$ cat src/rtl/video_timing_gen_if.sv
// Raster timing bundle: run request and region lengths toward the generator,
// sync/enable/coordinate/strobe outputs back toward the pixel consumers.
interface video_timing_gen_if #(
  parameter int busWidth = 12
);
  logic                enable;
  logic [busWidth-1:0] hActive;
  logic [busWidth-1:0] hFront;
  logic [busWidth-1:0] hSync;
  logic [busWidth-1:0] hBack;
  logic [busWidth-1:0] vActive;
  logic [busWidth-1:0] vFront;
  logic [busWidth-1:0] vSync;
  logic [busWidth-1:0] vBack;
  logic                hSyncOut;
  logic                vSyncOut;
  logic                dataEnable;
  logic [busWidth-1:0] pixelX;
  logic [busWidth-1:0] pixelY;
  logic                lineStart;
  logic                frameStart;

  // Generator side: consumes configuration, drives timing.
  modport master (
    input  enable, hActive, hFront, hSync, hBack, vActive, vFront, vSync, vBack,
    output hSyncOut, vSyncOut, dataEnable, pixelX, pixelY, lineStart, frameStart
  );

  // Consumer side: supplies configuration, observes timing.
  modport slave (
    output enable, hActive, hFront, hSync, hBack, vActive, vFront, vSync, vBack,
    input  hSyncOut, vSyncOut, dataEnable, pixelX, pixelY, lineStart, frameStart
  );
endinterface

$ cat src/rtl/video_timing_gen.sv
// Raster timing generator: line/frame sequencer with run-time region lengths,
// frame-synchronous shadow configuration and registered timing outputs.
module video_timing_gen #(
  parameter int busWidth           = 12,
  parameter bit H_SYNC_ACTIVE_HIGH = 1'b1,
  parameter bit V_SYNC_ACTIVE_HIGH = 1'b1
) (
  input logic                clock,
  input logic                nReset,
  video_timing_gen_if.master vif
);

  // Counters and totals carry two extra bits so a sum of four lengths never wraps.
  localparam int CW = busWidth + 2;
  localparam logic [0:0]    IDLE       = 1'b0;
  localparam logic [0:0]    RUN        = 1'b1;
  localparam logic          H_IDLE_LVL = ~H_SYNC_ACTIVE_HIGH;
  localparam logic          V_IDLE_LVL = ~V_SYNC_ACTIVE_HIGH;
  localparam logic [CW-1:0] CNT_ZERO   = {CW{1'b0}};
  localparam logic [CW-1:0] CNT_ONE    = {{(CW-1){1'b0}}, 1'b1};

  function automatic logic [CW-1:0] ext(input logic [busWidth-1:0] v);
    return {2'b00, v};
  endfunction

  logic [0:0]          state_r;
  logic [busWidth-1:0] sh_h_active_r, sh_h_front_r, sh_h_sync_r, sh_h_back_r;
  logic [busWidth-1:0] sh_v_active_r, sh_v_front_r, sh_v_sync_r, sh_v_back_r;
  logic [CW-1:0]       h_cnt_r, v_cnt_r;
  logic [CW-1:0]       h_total_s, v_total_s, in_h_total_s, in_v_total_s;
  logic [CW-1:0]       h_sync_start_s, h_sync_end_s, v_sync_start_s, v_sync_end_s;
  logic                h_last_s, v_last_s, frame_wrap_s, run_s, start_s, load_s;
  logic                h_act_s, v_act_s, h_sync_s, v_sync_s;

  // Totals, region boundaries, wrap/start/load conditions and region decode.
  always_comb begin
    h_total_s      = ext(sh_h_active_r) + ext(sh_h_front_r) + ext(sh_h_sync_r) + ext(sh_h_back_r);
    v_total_s      = ext(sh_v_active_r) + ext(sh_v_front_r) + ext(sh_v_sync_r) + ext(sh_v_back_r);
    in_h_total_s   = ext(vif.hActive) + ext(vif.hFront) + ext(vif.hSync) + ext(vif.hBack);
    in_v_total_s   = ext(vif.vActive) + ext(vif.vFront) + ext(vif.vSync) + ext(vif.vBack);
    h_sync_start_s = ext(sh_h_active_r) + ext(sh_h_front_r);
    h_sync_end_s   = h_sync_start_s + ext(sh_h_sync_r);
    v_sync_start_s = ext(sh_v_active_r) + ext(sh_v_front_r);
    v_sync_end_s   = v_sync_start_s + ext(sh_v_sync_r);
    // ">=" keeps a zero total (reloaded at a frame wrap) from running the counter away.
    h_last_s       = (h_cnt_r + CNT_ONE) >= h_total_s;
    v_last_s       = (v_cnt_r + CNT_ONE) >= v_total_s;
    frame_wrap_s   = h_last_s && v_last_s;
    run_s          = (state_r == RUN) && vif.enable;
    // Start qualifies on the live inputs because the shadows load on the same edge.
    start_s        = vif.enable && (in_h_total_s != CNT_ZERO) && (in_v_total_s != CNT_ZERO);
    load_s         = (state_r != RUN) || frame_wrap_s;
    h_act_s        = h_cnt_r < ext(sh_h_active_r);
    v_act_s        = v_cnt_r < ext(sh_v_active_r);
    h_sync_s       = (h_cnt_r >= h_sync_start_s) && (h_cnt_r < h_sync_end_s);
    v_sync_s       = (v_cnt_r >= v_sync_start_s) && (v_cnt_r < v_sync_end_s);
  end

  // IDLE/RUN sequencer.
  always_ff @(posedge clock or negedge nReset) begin
    if (!nReset) begin
      state_r <= IDLE;
    end else begin
      case (state_r)
        IDLE:    state_r <= start_s ? RUN : IDLE;
        RUN:     state_r <= vif.enable ? RUN : IDLE;
        default: state_r <= IDLE;
      endcase
    end
  end

  // Shadow configuration: tracks inputs while idle, otherwise only at frame wrap.
  always_ff @(posedge clock or negedge nReset) begin
    if (!nReset) begin
      sh_h_active_r <= '0; sh_h_front_r <= '0; sh_h_sync_r <= '0; sh_h_back_r <= '0;
      sh_v_active_r <= '0; sh_v_front_r <= '0; sh_v_sync_r <= '0; sh_v_back_r <= '0;
    end else if (load_s) begin
      sh_h_active_r <= vif.hActive; sh_h_front_r <= vif.hFront;
      sh_h_sync_r   <= vif.hSync;   sh_h_back_r  <= vif.hBack;
      sh_v_active_r <= vif.vActive; sh_v_front_r <= vif.vFront;
      sh_v_sync_r   <= vif.vSync;   sh_v_back_r  <= vif.vBack;
    end
  end

  // Pixel and line counters; held at the origin whenever not running.
  always_ff @(posedge clock or negedge nReset) begin
    if (!nReset) begin
      h_cnt_r <= CNT_ZERO;
      v_cnt_r <= CNT_ZERO;
    end else if (!run_s) begin
      h_cnt_r <= CNT_ZERO;
      v_cnt_r <= CNT_ZERO;
    end else if (h_last_s) begin
      h_cnt_r <= CNT_ZERO;
      v_cnt_r <= v_last_s ? CNT_ZERO : (v_cnt_r + CNT_ONE);
    end else begin
      h_cnt_r <= h_cnt_r + CNT_ONE;
    end
  end

  // Registered outputs, one cycle behind the counters; inactive levels when not running.
  always_ff @(posedge clock or negedge nReset) begin
    if (!nReset) begin
      vif.hSyncOut   <= H_IDLE_LVL;
      vif.vSyncOut   <= V_IDLE_LVL;
      vif.dataEnable <= 1'b0;
      vif.pixelX     <= '0;
      vif.pixelY     <= '0;
      vif.lineStart  <= 1'b0;
      vif.frameStart <= 1'b0;
    end else if (run_s) begin
      vif.hSyncOut   <= h_sync_s ^ H_IDLE_LVL;
      vif.vSyncOut   <= v_sync_s ^ V_IDLE_LVL;
      vif.dataEnable <= h_act_s && v_act_s;
      vif.pixelX     <= h_cnt_r[busWidth-1:0];
      vif.pixelY     <= v_cnt_r[busWidth-1:0];
      vif.lineStart  <= (h_cnt_r == CNT_ZERO);
      vif.frameStart <= (h_cnt_r == CNT_ZERO) && (v_cnt_r == CNT_ZERO);
    end else begin
      vif.hSyncOut   <= H_IDLE_LVL;
      vif.vSyncOut   <= V_IDLE_LVL;
      vif.dataEnable <= 1'b0;
      vif.pixelX     <= '0;
      vif.pixelY     <= '0;
      vif.lineStart  <= 1'b0;
      vif.frameStart <= 1'b0;
    end
  end

endmodule
$ cat src/flat_wrapper.sv
// flat-port wrapper written by rule: the top's interface ports become plain ports
module video_timing_gen_flat 
#(
  parameter int busWidth           = 12,
  parameter bit H_SYNC_ACTIVE_HIGH = 1'b1,
  parameter bit V_SYNC_ACTIVE_HIGH = 1'b1
)
  (clock, nReset, vif_enable, vif_hActive, vif_hFront, vif_hSync, vif_hBack, vif_vActive, vif_vFront, vif_vSync, vif_vBack, vif_hSyncOut, vif_vSyncOut, vif_dataEnable, vif_pixelX, vif_pixelY, vif_lineStart, vif_frameStart);
  video_timing_gen_if #(.busWidth(busWidth)) vif_i ();
  input logic clock;
  input logic nReset;
  input wire logic [$bits(vif_i.enable)-1:0] vif_enable;
  input wire logic [$bits(vif_i.hActive)-1:0] vif_hActive;
  input wire logic [$bits(vif_i.hFront)-1:0] vif_hFront;
  input wire logic [$bits(vif_i.hSync)-1:0] vif_hSync;
  input wire logic [$bits(vif_i.hBack)-1:0] vif_hBack;
  input wire logic [$bits(vif_i.vActive)-1:0] vif_vActive;
  input wire logic [$bits(vif_i.vFront)-1:0] vif_vFront;
  input wire logic [$bits(vif_i.vSync)-1:0] vif_vSync;
  input wire logic [$bits(vif_i.vBack)-1:0] vif_vBack;
  output wire logic [$bits(vif_i.hSyncOut)-1:0] vif_hSyncOut;
  output wire logic [$bits(vif_i.vSyncOut)-1:0] vif_vSyncOut;
  output wire logic [$bits(vif_i.dataEnable)-1:0] vif_dataEnable;
  output wire logic [$bits(vif_i.pixelX)-1:0] vif_pixelX;
  output wire logic [$bits(vif_i.pixelY)-1:0] vif_pixelY;
  output wire logic [$bits(vif_i.lineStart)-1:0] vif_lineStart;
  output wire logic [$bits(vif_i.frameStart)-1:0] vif_frameStart;
  assign vif_i.enable = vif_enable;
  assign vif_i.hActive = vif_hActive;
  assign vif_i.hFront = vif_hFront;
  assign vif_i.hSync = vif_hSync;
  assign vif_i.hBack = vif_hBack;
  assign vif_i.vActive = vif_vActive;
  assign vif_i.vFront = vif_vFront;
  assign vif_i.vSync = vif_vSync;
  assign vif_i.vBack = vif_vBack;
  assign vif_hSyncOut = vif_i.hSyncOut;
  assign vif_vSyncOut = vif_i.vSyncOut;
  assign vif_dataEnable = vif_i.dataEnable;
  assign vif_pixelX = vif_i.pixelX;
  assign vif_pixelY = vif_i.pixelY;
  assign vif_lineStart = vif_i.lineStart;
  assign vif_frameStart = vif_i.frameStart;
  video_timing_gen #(.busWidth(busWidth), .H_SYNC_ACTIVE_HIGH(H_SYNC_ACTIVE_HIGH), .V_SYNC_ACTIVE_HIGH(V_SYNC_ACTIVE_HIGH)) u_core (.clock(clock), .nReset(nReset), .vif(vif_i));
endmodule
$ cat config.mk
export PLATFORM = sky130hd
export DESIGN_NAME = video_timing_gen_flat
export DESIGN_NICKNAME = d
export VERILOG_FILES = /design/src/rtl/video_timing_gen_if.sv /design/src/rtl/video_timing_gen.sv /design/src/flat_wrapper.sv
export SDC_FILE = /design/constraint.sdc
export NUM_CORES = 1
export LEC_CHECK = 0
export CORE_MARGIN = 3
export CORE_UTILIZATION = 30
export DETAILED_ROUTE_END_ITERATION = 12
export HOLD_SLACK_MARGIN = 0.08
export PLACE_DENSITY = 0.54
export SLEW_MARGIN = 20
export SYNTH_ARGS = -nofsm -noshare
export SYNTH_HDL_FRONTEND = slang
export SYNTH_SLANG_ARGS = --single-unit
$ cat constraint.sdc
create_clock -name clock -period 6.6 [get_ports clock]
set_input_delay 0.66 -clock clock [delete_from_list [all_inputs] [get_ports clock]]
set_output_delay 0.66 -clock clock [all_outputs]
set_load 0.05 [all_outputs]
==> reports/qor.txt, run 1 <==
Status - completed
Antenna cell count - 0
Switch Pwr - 2.24 mW
Most frequent CP cell - o21ai_1
Cts bufs inserted - 17
GPL Wtd Cong - 0.863
CTS Buffer Depth - 2
Yosys warnings - 0
CTS Hold Bufs - 0
Max Freq - 157 MHz
Ratio of cells with drive above 1 in the final layout - 12.8%
Post-synthesis sequential area ratio - 27.5%
Post-layout net count - 2050
Worst-Skew Late Latency - 0.45 ns
Tot Pwr - 5.58 mW
Sw Ratio - 40.2%
Layout area overhead - 24.6%
Chip Width - 222 um
Worst Path Arrival - 6.69 ns
Hold crit path type - input pin to asynchronous set/reset pin
Worst-path clk slew - 0.07 ns
Peak supply drop - 0.000196 V
Grt ovf - 0
CP peak stage delay - 0.41 ns
Routed wire per std cell - 16.9 um
Clock skew - 0.00804 ns
Initial DRC count - 504
Initial core utilization - 30.6%
Drt pass-1 iters - 5
First-pass GRT wire length - 61700 um
Detail Placement HPWL - 31400 um
Die Ht - 222 um
Largest net degree at the start of global routing - 92
DR vias - 11300
Via density - 4.92
CTS tree - yes
Final worst slack - 0.238 ns
Primary FF master, synth - dfrtp_1
Clock power share - 20.7%
RSZ-0062 raised after global routing - yes
Row count - 78
Post-synth EDFFs - 0
Cell Pwr Density - 319 nW/um^2
Max-slew violations - 0
I/O pin cnt - 128
Startpoint Class - flip-flop
Clk root buf - clkbuf_16
Top cells by area, synth - dfrtp_1, ha_1, inv_1, mux2_2, fa_1
Core area - 45800 sq um
Critical-path top delay cell - fa_2
Asr flop ratio synth - 100%
Unique masters post-synth - 64
Post-synth top area cell - dfrtp_1
Setup Crit Path Kind - flip-flop to flip-flop
Final setup vio count - 0
Post-Route WL - 38900 um
H-tree levels - 4
Final hold viol count - 0
Crit path required time - 6.93 ns
Pleak - 8.69 nW
PortBufs - 127
Remaining DRCs - 0
Post-Place Setup Slack - -0.0712 ns
Clock sinks - 154
GRT Util Overall - 15.7%
Final period util - 96.4%
Maxcap violations - 0
Antenna violations before repair - 0
CP Capture Type - flip-flop
Vias in the first global route - 11400
Int Power - 3.33 mW
Cells after synthesis - 1499
Comb power frac - 60.5%
Flop pwr share - 18.8%
Share of the synthesized area in the top cell type - 27.5%
Number of synthesized register bits - 154
Antenna-violating nets left - 0
Worst Tran Pin Value - 0.875 ns
Crit-path max FO - 15
Avg Cell Area, Syn - 9.35 sq um
Synth Cell Area - 14000 sq um
Tmin final - 6.36 ns
Die area - 49300 sq um
Max_slew headroom - 41.7%
Post-synth net total - 1860
## synth_stat cells, types with 4 or more instances
| master | n |
|---|---|
| a2111oi_0 | 7 |
| xnor2_1 | 66 |
| a21oi_1 | 95 |
| nand2_1 | 66 |
| a22oi_1 | 10 |
| o21a_1 | 27 |
| a211oi_1 | 7 |
| a31oi_1 | 9 |
| buf_2 | 8 |
| nor2_1 | 67 |
| dfrtp_1 | 154 |
| mux2_4 | 4 |
| nor2b_1 | 33 |
| inv_1 | 202 |
| nand4_1 | 14 |
| o31ai_1 | 6 |
| o21ai_0 | 79 |
| and2_1 | 4 |
| a21bo_2 | 4 |
| and4_1 | 5 |
| nand2b_1 | 30 |
| a21o_1 | 65 |
| ha_1 | 228 |
| nor3_1 | 22 |
| nor4_1 | 9 |
| o21bai_1 | 7 |
| mux2_2 | 64 |
| xor2_1 | 50 |
| clkbuf_1 | 13 |
| and3_1 | 28 |
| a22o_1 | 4 |
| fa_1 | 34 |
| nand3_1 | 26 |
## state kept, by name, summed over array words and instances, names as in the netlist
signal	flops
u_core.vif.hSyncOut	1
u_core.state_r	1
u_core.sh_h_active_r	12
u_core.vif.dataEnable	1
u_core.vif.lineStart	1
u_core.vif.pixelY	12
u_core.vif.vSyncOut	1
u_core.sh_v_back_r	12
u_core.h_cnt_r	14
u_core.sh_h_back_r	12
u_core.v_cnt_r	14
u_core.sh_h_sync_r	12
u_core.sh_v_sync_r	12
u_core.vif.frameStart	1
u_core.sh_v_active_r	12
u_core.sh_v_front_r	12
u_core.sh_h_front_r	12
u_core.vif.pixelX	12
## area by class of cell
cell class                 instances  area, sq um
inverter                         202          758
tap                              600          751
sequential                       154         3850
clock buffer                      18          429
timing repair buffer             193         1920
clock inverter                    14          244
fill                            4544        28300
multi-input combinational       1121         9510
## worst paths after layout
check / from / to / slack, ns / cells past startpoint
max in group asynchronous: nReset / u_core.sh_h_front_r[8] / 4.96 / 2
worst min-delay path: nReset / u_core.sh_v_back_r[11] / 0.27 / 1
worst min register to register: u_core.sh_h_front_r[5] / u_core.sh_h_front_r[5] / 0.52 / 1
min in group clock: u_core.sh_h_front_r[5] / u_core.sh_h_front_r[5] / 0.52 / 1
worst max register to register: u_core.sh_v_active_r[0] / u_core.sh_h_back_r[9] / 0.24 / 34
worst max-delay path: u_core.sh_v_active_r[0] / u_core.sh_h_back_r[9] / 0.24 / 34
## critical path: cells and delay by family, from the launching register on
| family | cells | cell delay (ns) |
|---|---|---|
| simple gates | 9 | 1.50 |
| mux | 1 | 0.29 |
| flops | 1 | 0.39 |
| compound gates | 11 | 1.69 |
| xor+xnor | 2 | 0.31 |
| fa+ha+maj | 5 | 1.30 |
| buf+inv | 6 | 0.74 |
## repair_timing
item                       4_1_cts  5_1_grt
setup endpoints to repair       69      124
hold endpoints to repair         0        0
pin swaps                        7       31
gates resized for setup         13       42
cloned                           1        3
buffers inserted                 4       20
## per-layer routing
metal  global-route usage [%]  share of wire [%]
met3                     2.81                4.3
met1                     21.3                 47
met2                     25.6                 46
met4                     4.52                2.0
met5                        0                  0
## per-stage QoR
step / hold slack [ns] / cells / TNS, ns / cell area [sq um] / util [%]
detailed placement: 0.506 / 2242 / -2.49 / 16300 / 35.5
global placement: 0.501 / 2242 / -0.0664 / 16300 / 35.5
finish: 0.269 / 2302 / 0 / 17500 / 38.2
global route: 0.327 / 2302 / -2.92 / 17500 / 38.2
CTS: 0.317 / 2279 / 0 / 17000 / 37.2
floorplan: 0.364 / 1499 / 0 / 14000 / -
## cell usage in the layout (no fill, tap or decap), drive strengths merged, types with 65 or more instances in the layout
cell type      count
inv              204
clkdlybuf4s50    126
a21o              65
nor2              67
nand2             66
dfrtp            154
xnor2             66
mux2              68
ha               228
a21oi             98
o21ai             83
## power by group through the flow
stage | clock [mW] | combinational (mW) | sequential (mW)
3_3_place_gp | 0 | 3.05 | 1.07
6_report | 1.15 | 3.38 | 1.05
2_1_floorplan | 0 | 2.34 | 1.05
5_1_grt | 1.21 | 3.83 | 1.06
3_5_place_dp | 0 | 3.13 | 1.07
4_1_cts | 1.18 | 3.19 | 1.05
## cells by family after synthesis
group	Yosys count	synth area share [%]
XOR/XNOR	116	7.25
AND/OR/NAND/NOR	319	11.7
AO/OA/AOI/OAI	354	16.5
flip-flops	154	27.5
multiplexers	70	5.71
buffers and inverters	224	6.12
adder cells (fa/ha/maj)	262	25.2
No activity file was read; power rests on OpenSTA's default activity.
==> run 2: changes to the inputs <==
ABC_AREA = 1   (was unset)
==> reports/qor.txt, run 2 <==
I/O pin cnt - 128 (unchanged)
Tmin final - 6.02 ns (-0.337 ns)
Post-synth top area cell - dfrtp_1
Grt ovf - 0 (unchanged)
Max-slew violations - 0 (unchanged)
Primary FF master, synth - dfrtp_1
CTS Buffer Depth - 2 (unchanged)
Avg Cell Area, Syn - 7.35 sq um (-21%)
Most frequent cells in the layout - nand2_1, inv_1, ha_1
Initial DRC count - 771 (+53%)
Critical-path top delay cell - dfrtp_1
Switch Pwr - 3.22 mW (+44%)
Worst Tran Pin Value - 0.980 ns (+0.105 ns)
CTS tree - yes
Cells after synthesis - 2045 (+36%)
Unique masters post-synth - 44 (-31%)
Most common cell after layout, fill and taps aside - nand2_1
Status - completed
PortBufs - 127 (unchanged)
Initial core utilization - 30.5% (-0.10 points)
Most frequent CP cell - nand2_1
CP top delay family - simple AND/OR/NAND/NOR gates
Synth cell count leaders - nand2_1, inv_1, ha_1
RSZ-0062 raised after global routing - no
Clock skew - 0.0118 ns (+0.00375 ns)
Worst-Skew Late Latency - 0.45 ns (about the same)
Vias in the first global route - 13600 (+19%)
Final Util - 35.8% (-2.3 points)
Post-Route WL - 45800 um (+18%)
Clock power share - 15.9% (-4.8 points)
Flop pwr share - 17.1% (-1.7 points)
Top-count cell post-synth - nand2_1
Final period util - 91.3% (-5.1 points)
Routed wire per std cell - 16.1 um (-4.6%)
GPL Wtd Cong - 0.898 (+4.0%)
Mux cell area share after synthesis - 0% (-5.7 points)
Largest family of logic cells by synthesized area - simple AND/OR/NAND/NOR gates
CP peak stage delay - 0.40 ns (about the same)
Crit path required time - 6.94 ns (about the same)
Layout area overhead - 17.4%
Core area - 49300 sq um (+7.6%)
Synth Cell Area - 15000 sq um (+7.3%)
Comb power frac - 67.0% (+6.5 points)
Max Freq - 166 MHz (+5.6%)
Max_slew headroom - 34.7% (-7.0 points)
Number of synthesized register bits - 154 (unchanged)
Die Ht - 230 um (+3.5%)
Crit-path max FO - 31 (+16)
First-pass GRT wire length - 73200 um (+19%)
Int Power - 3.21 mW (-3.8%)
Detail Placement HPWL - 38000 um (+21%)
CTS Hold Bufs - 0 (unchanged)
Compound-Gate Fraction of Synth Area - 10.2% (-6.3 points)
Setup Crit Path Kind - flip-flop to flip-flop
Pleak - 9.43 nW (+8.5%)
Synth Area in XOR/XNOR - 6.35% (-0.90 points)
Cts bufs inserted - 17 (unchanged)
Final setup vio count - 0 (unchanged)
Setup TNS - 0 ns (unchanged)
Worst-path clk slew - 0.07 ns (about the same)
Post-CTS resize count - 0 (-13)
Post-layout net count - 2525 (+23%)
Post-synth EDFFs - 0 (unchanged)
Antenna violations before repair - 1 (+1)
Post-CTS Setup Bufs - 0 (-4)
Post-synth net total - 2406 (+29%)
Final hold viol count - 0 (unchanged)
Reg2reg setup slack - 0.58 ns (+0.34 ns)
Asr flop ratio synth - 100% (unchanged)
Remaining DRCs - 0 (unchanged)
Via density - 4.79 (-2.6%)
Maxcap violations - 0 (unchanged)
Sw Ratio - 50.1% (+9.9 points)
Die area - 52800 sq um (+7.1%)
Antenna-violating nets left - 0 (unchanged)
Cell Pwr Density - 365 nW/um^2 (+14%)
Worst path buffer plus inverter count - 3 (-3)
Largest net degree at the start of global routing - 101 (+9.8%)
Clock sinks - 154 (unchanged)
Top cells by area, synth - dfrtp_1, ha_1, nand2_1, inv_1, nand3_1
Worst Path Arrival - 6.36 ns (-0.33 ns)
Antenna cell count - 0 (unchanged)
CP Capture Type - flip-flop
Yosys warnings - 0 (unchanged)
Ratio of cells with drive above 1 in the final layout - 2.34% (-10 points)
Hold crit path type - input pin to asynchronous set/reset pin
Synth Area in Simple Gates - 24.3% (+13 points)
Post-synthesis sequential area ratio - 25.6% (-1.9 points)
Chip Width - 230 um (+3.5%)
Adder-cell share of the synthesized area - 23.5% (-1.7 points)
Share of the synthesized area in the top cell type - 25.6% (-1.9 points)
Peak supply drop - 0.000177 V (-9.6%)
DR vias - 13600 (+20%)
Row count - 81 (+3.8%)
Clk root buf - clkbuf_16
Leading registers by flop count - u_core.h_cnt_r (14), u_core.v_cnt_r (14)
GRT Util Overall - 17.4% (+1.7 points)
Drt pass-1 iters - 5 (unchanged)
Startpoint Class - flip-flop
H-tree levels - 4 (unchanged)
## run 2: cell count changes after synthesis, sizes merged, moves of 26 or more
cell	previous run	this run
a21o	65	11
a21oi	98	124
and3	28	0
inv	202	345
mux2	68	0
nand2	66	481
nand2b	30	0
nand3	26	175
nor2	67	123
nor2b	33	0
xnor2	66	40
## run 2: cell families after synthesis
group / Yosys count
adder cells (fa/ha/maj): 262
XOR/XNOR: 109
flip-flops: 154
AND/OR/NAND/NOR: 860
buffers and inverters: 382
AO/OA/AOI/OAI: 278
## run 2: area by class of cell
cell class | count | area, sq um
Timing Repair Buffer | 137 | 1380
Tap cell | 664 | 831
Sequential cell | 154 | 3850
Fill cell | 5299 | 31600
Inverter | 345 | 1290
Clock buffer | 17 | 425
Clock inverter | 15 | 175
Multi-Input combinational cell | 1509 | 9690
## run 2: power groups by stage
| stage | Clock (mW) | Combinational, mW | Sequential, mW |
|---|---|---|---|
| detailed placement | 0 | 4.30 | 1.12 |
| global route | 1.09 | 4.97 | 1.11 |
| finish | 1.02 | 4.31 | 1.10 |
| floorplan | 0 | 3.24 | 1.10 |
| global placement | 0 | 4.21 | 1.12 |
| CTS | 1.05 | 4.33 | 1.10 |
## run 2: stage by stage
step / std cells / area, sq um / setup WS [ns] / hold WS [ns] / total power, mW
floorplan: 2045 / 15000 / 1.59 / 0.364 / 4.34
global placement: 2809 / 17000 / 0.365 / 0.502 / 5.33
detailed placement: 2809 / 17000 / 0.337 / 0.504 / 5.41
CTS: 2841 / 17600 / 0.298 / 0.380 / 6.48
global route: 2841 / 17600 / 0.00779 / 0.416 / 7.17
finish: 2841 / 17600 / 0.575 / 0.329 / 6.43
## run 2: path summary, 6_finish.rpt
check,cells after the start,endpoint,from
setup / recovery,32,u_core.sh_v_back_r[6],u_core.sh_h_front_r[2]
hold / removal,1,u_core.sh_v_back_r[6],nReset
setup reg to reg,32,u_core.sh_v_back_r[6],u_core.sh_h_front_r[2]
hold reg to reg,1,u_core.h_cnt_r[0],u_core.h_cnt_r[0]
max in group asynchronous,2,u_core.state_r,nReset
min in group clock,1,u_core.h_cnt_r[0],u_core.h_cnt_r[0]
## run 2: routing by layer
metal	vias up	wire length [um]	GRT usage (%)
li1	6904	-	-
met1	6370	22900	25.0
met2	279	19700	26.7
met3	64	1830	2.33
met4	0	1390	6.33
met5	-	0	0
==> run 3: changes to the inputs <==
ABC_AREA = unset   (was 1)
ABC_CLOCK_PERIOD_IN_PS = 6600   (was unset)
==> results of run 3 <==
Final layout, timing and power as in run 1 (identical DEF).
==> RTL change: new RTL, config.mk and constraints of run 2 <==
`H_SYNC_ACTIVE_HIGH` is set to 1'b1 in 2 places; all go to 1'b0.
--- a/src/rtl/video_timing_gen.sv
+++ b/src/rtl/video_timing_gen.sv
@@ -3,5 +3,5 @@
 module video_timing_gen #(
   parameter int busWidth           = 12,
-  parameter bit H_SYNC_ACTIVE_HIGH = 1'b1,
+  parameter bit H_SYNC_ACTIVE_HIGH = 1'b0,
   parameter bit V_SYNC_ACTIVE_HIGH = 1'b1
 ) (
--- a/src/flat_wrapper.sv
+++ b/src/flat_wrapper.sv
@@ -3,5 +3,5 @@
 #(
   parameter int busWidth           = 12,
-  parameter bit H_SYNC_ACTIVE_HIGH = 1'b1,
+  parameter bit H_SYNC_ACTIVE_HIGH = 1'b0,
   parameter bit V_SYNC_ACTIVE_HIGH = 1'b1
 )
Check against the original RTL: not equivalent (Yosys sat finds a counterexample within 4 cycles, from zero or initial values and one cycle with nReset low).
==> RTL change against run 2 <==
Design area about the same; worst hold slack gained 9.0 ps; sequential cell count is the same; sequential power about the same; fmax is 0.48% lower; clock power is essentially flat; total power shrank 0.41%; worst setup slack got worse by 29 ps; wire length down 0.85%; synthesized area is essentially flat.
==> RTL change: results (changes against run 2) <==
top post-synthesis cells by area=dfrtp_1 25%, ha_1 19%, nand2_1 12%; H-tree depth=4 (unchanged); Root Driver=clkbuf_16; ant diodes=0 (unchanged); synthesis warning total=0 (unchanged); largest net degree at the start of global routing=101 (unchanged); worst vdd ir=0.000184 V (+3.9%); slew at the pin with the worst max-slew slack=970 ps (-9.85 ps); post-CTS setup buffer count=0 (unchanged); vias in the first global route=13,700 (+0.51%); crit path DAT=6440 ps (+80 ps); TritonCTS Buffers=17 (unchanged); initial antenna violation count=0 (-1); fraction of layout cells with a size suffix above 1=0.0239 (+0.000503); initial DRC count=894 (+16%); Lkg Pwr=9.43 nW (about the same); port bufs=127 (unchanged); GRT Resource Usage Total=0.173 (-0.00108); sequential share of the synthesized area=0.256 (about the same); Reg clk slew, reported paths=approximately 80 ps; Top delay family on crit path=compound AO/OA/AOI/OAI gates; Worst path max stage delay=400 ps (about the same); slowest CP cell=dfrtp_1; post-DP HPWL=37,700 µm (-0.73%); CP Max Fanout=68 (+120%); status=finished clean; Post-Route WL=45,400 µm (-0.85%); Worst Hold Class=in2async; Final nets=2,521 (-0.16%); worst clock skew=17.4 ps (+5.59 ps); clock latency on the worst-skew pair=450 ps (about the same); DRT Pass-1 Iters=5 (unchanged); GP Congestion=0.864 (-3.8%); Unique masters post-synth=44 (unchanged); Largest regs=u_core.h_cnt_r x14, u_core.v_cnt_r x14; Longest Clk Path Bufs=2 (unchanged); Setup WS pre-CTS=301 ps (-35.3 ps); synth cell count leaders=476 x nand2_1, 343 x inv_1, 228 x ha_1; Async SR Flop Fraction=1.00 (unchanged); Synth Net Count=2,402 (-0.17%); via-per-instance ratio=4.77 (-0.53%); first-pass GRT wire length=73,100 µm (-0.24%)
RTL change: cell types whose count changed in the layout (fill, tap and decap cells not counted), moves of 2 or more:
cell	run 2	this run
clkinvlp_4	1	3
a21oi_1	124	126
o21ai_0	91	89
inv_8	5	1
clkinv_8	2	0
nand2_1	479	476
inv_1	345	343
RTL change: area by class of cell:
type	count	area, µm²
Timing Repair Buffer	137	1370
Sequential cell	154	3860
Clock inverter	14	160
Clock buffer	18	439
Inverter	343	1290
Fill cell	5397	31600
Tap cell	664	831
Multi-Input combinational cell	1507	9690
RTL change: final timing paths:
path / startpoint / endpoint / slack (ps) / cells after the start
worst max-delay path: u_core.sh_h_front_r[2]$_DFFE_PN0P_ / u_core.sh_v_back_r[0]$_DFFE_PN0P_ / 550 / 31
worst min-delay path: nReset / u_core.sh_v_back_r[6]$_DFFE_PN0P_ / 340 / 1
worst max register to register: u_core.sh_h_front_r[2]$_DFFE_PN0P_ / u_core.sh_v_back_r[0]$_DFFE_PN0P_ / 550 / 31
worst min register to register: u_core.state_r$_DFF_PN0_ / u_core.state_r$_DFF_PN0_ / 510 / 2
max in group asynchronous: nReset / u_core.state_r$_DFF_PN0_ / 4990 / 2
min in group clock: u_core.state_r$_DFF_PN0_ / u_core.state_r$_DFF_PN0_ / 510 / 2
RTL change: cells by family (layout without fill, tap and decap cells):
family          after synthesis  count (layout)  synth area share
compound gates              278             278             0.102
xor+xnor                    109             109            0.0635
fa+ha+maj                   262             262             0.235
buf+inv                     380             512            0.0997
flops                       154             154             0.256
simple gates                858             858             0.243
RTL change: stage by stage:
step	total power [W]	instances	hold slack, ps	area (µm²)
after floorplan	0.00433	2041	364	15000
after CTS	0.00646	2837	352	17600
after global routing	0.00714	2837	412	17600
after detailed placement	0.00540	2805	496	17000
final	0.00641	2837	338	17600
after global placement	0.00533	2805	485	17000
RTL change: routing by layer:
metal	part of all wire	vias up	wire (µm)	global-route usage
li1	-	6904	-	-
met1	0.50	6315	22600	0.244
met2	0.45	271	20400	0.279
met3	0.041	36	1850	0.0294
met4	0.013	0	600	0.0368
met5	0	-	0	0
RTL change: report_power, final:
group,switching (W),internal (W)
Clock,0.000446,0.000575
Combinational,0.00265,0.00163
Sequential,0.0000721,0.00103
Total,0.00317,0.00324
RTL change: what timing repair did:
item / CTS / global route
setup endpoints to repair: 0 / 84
hold endpoints to repair: 0 / 0
gates resized for setup: 0 / 5
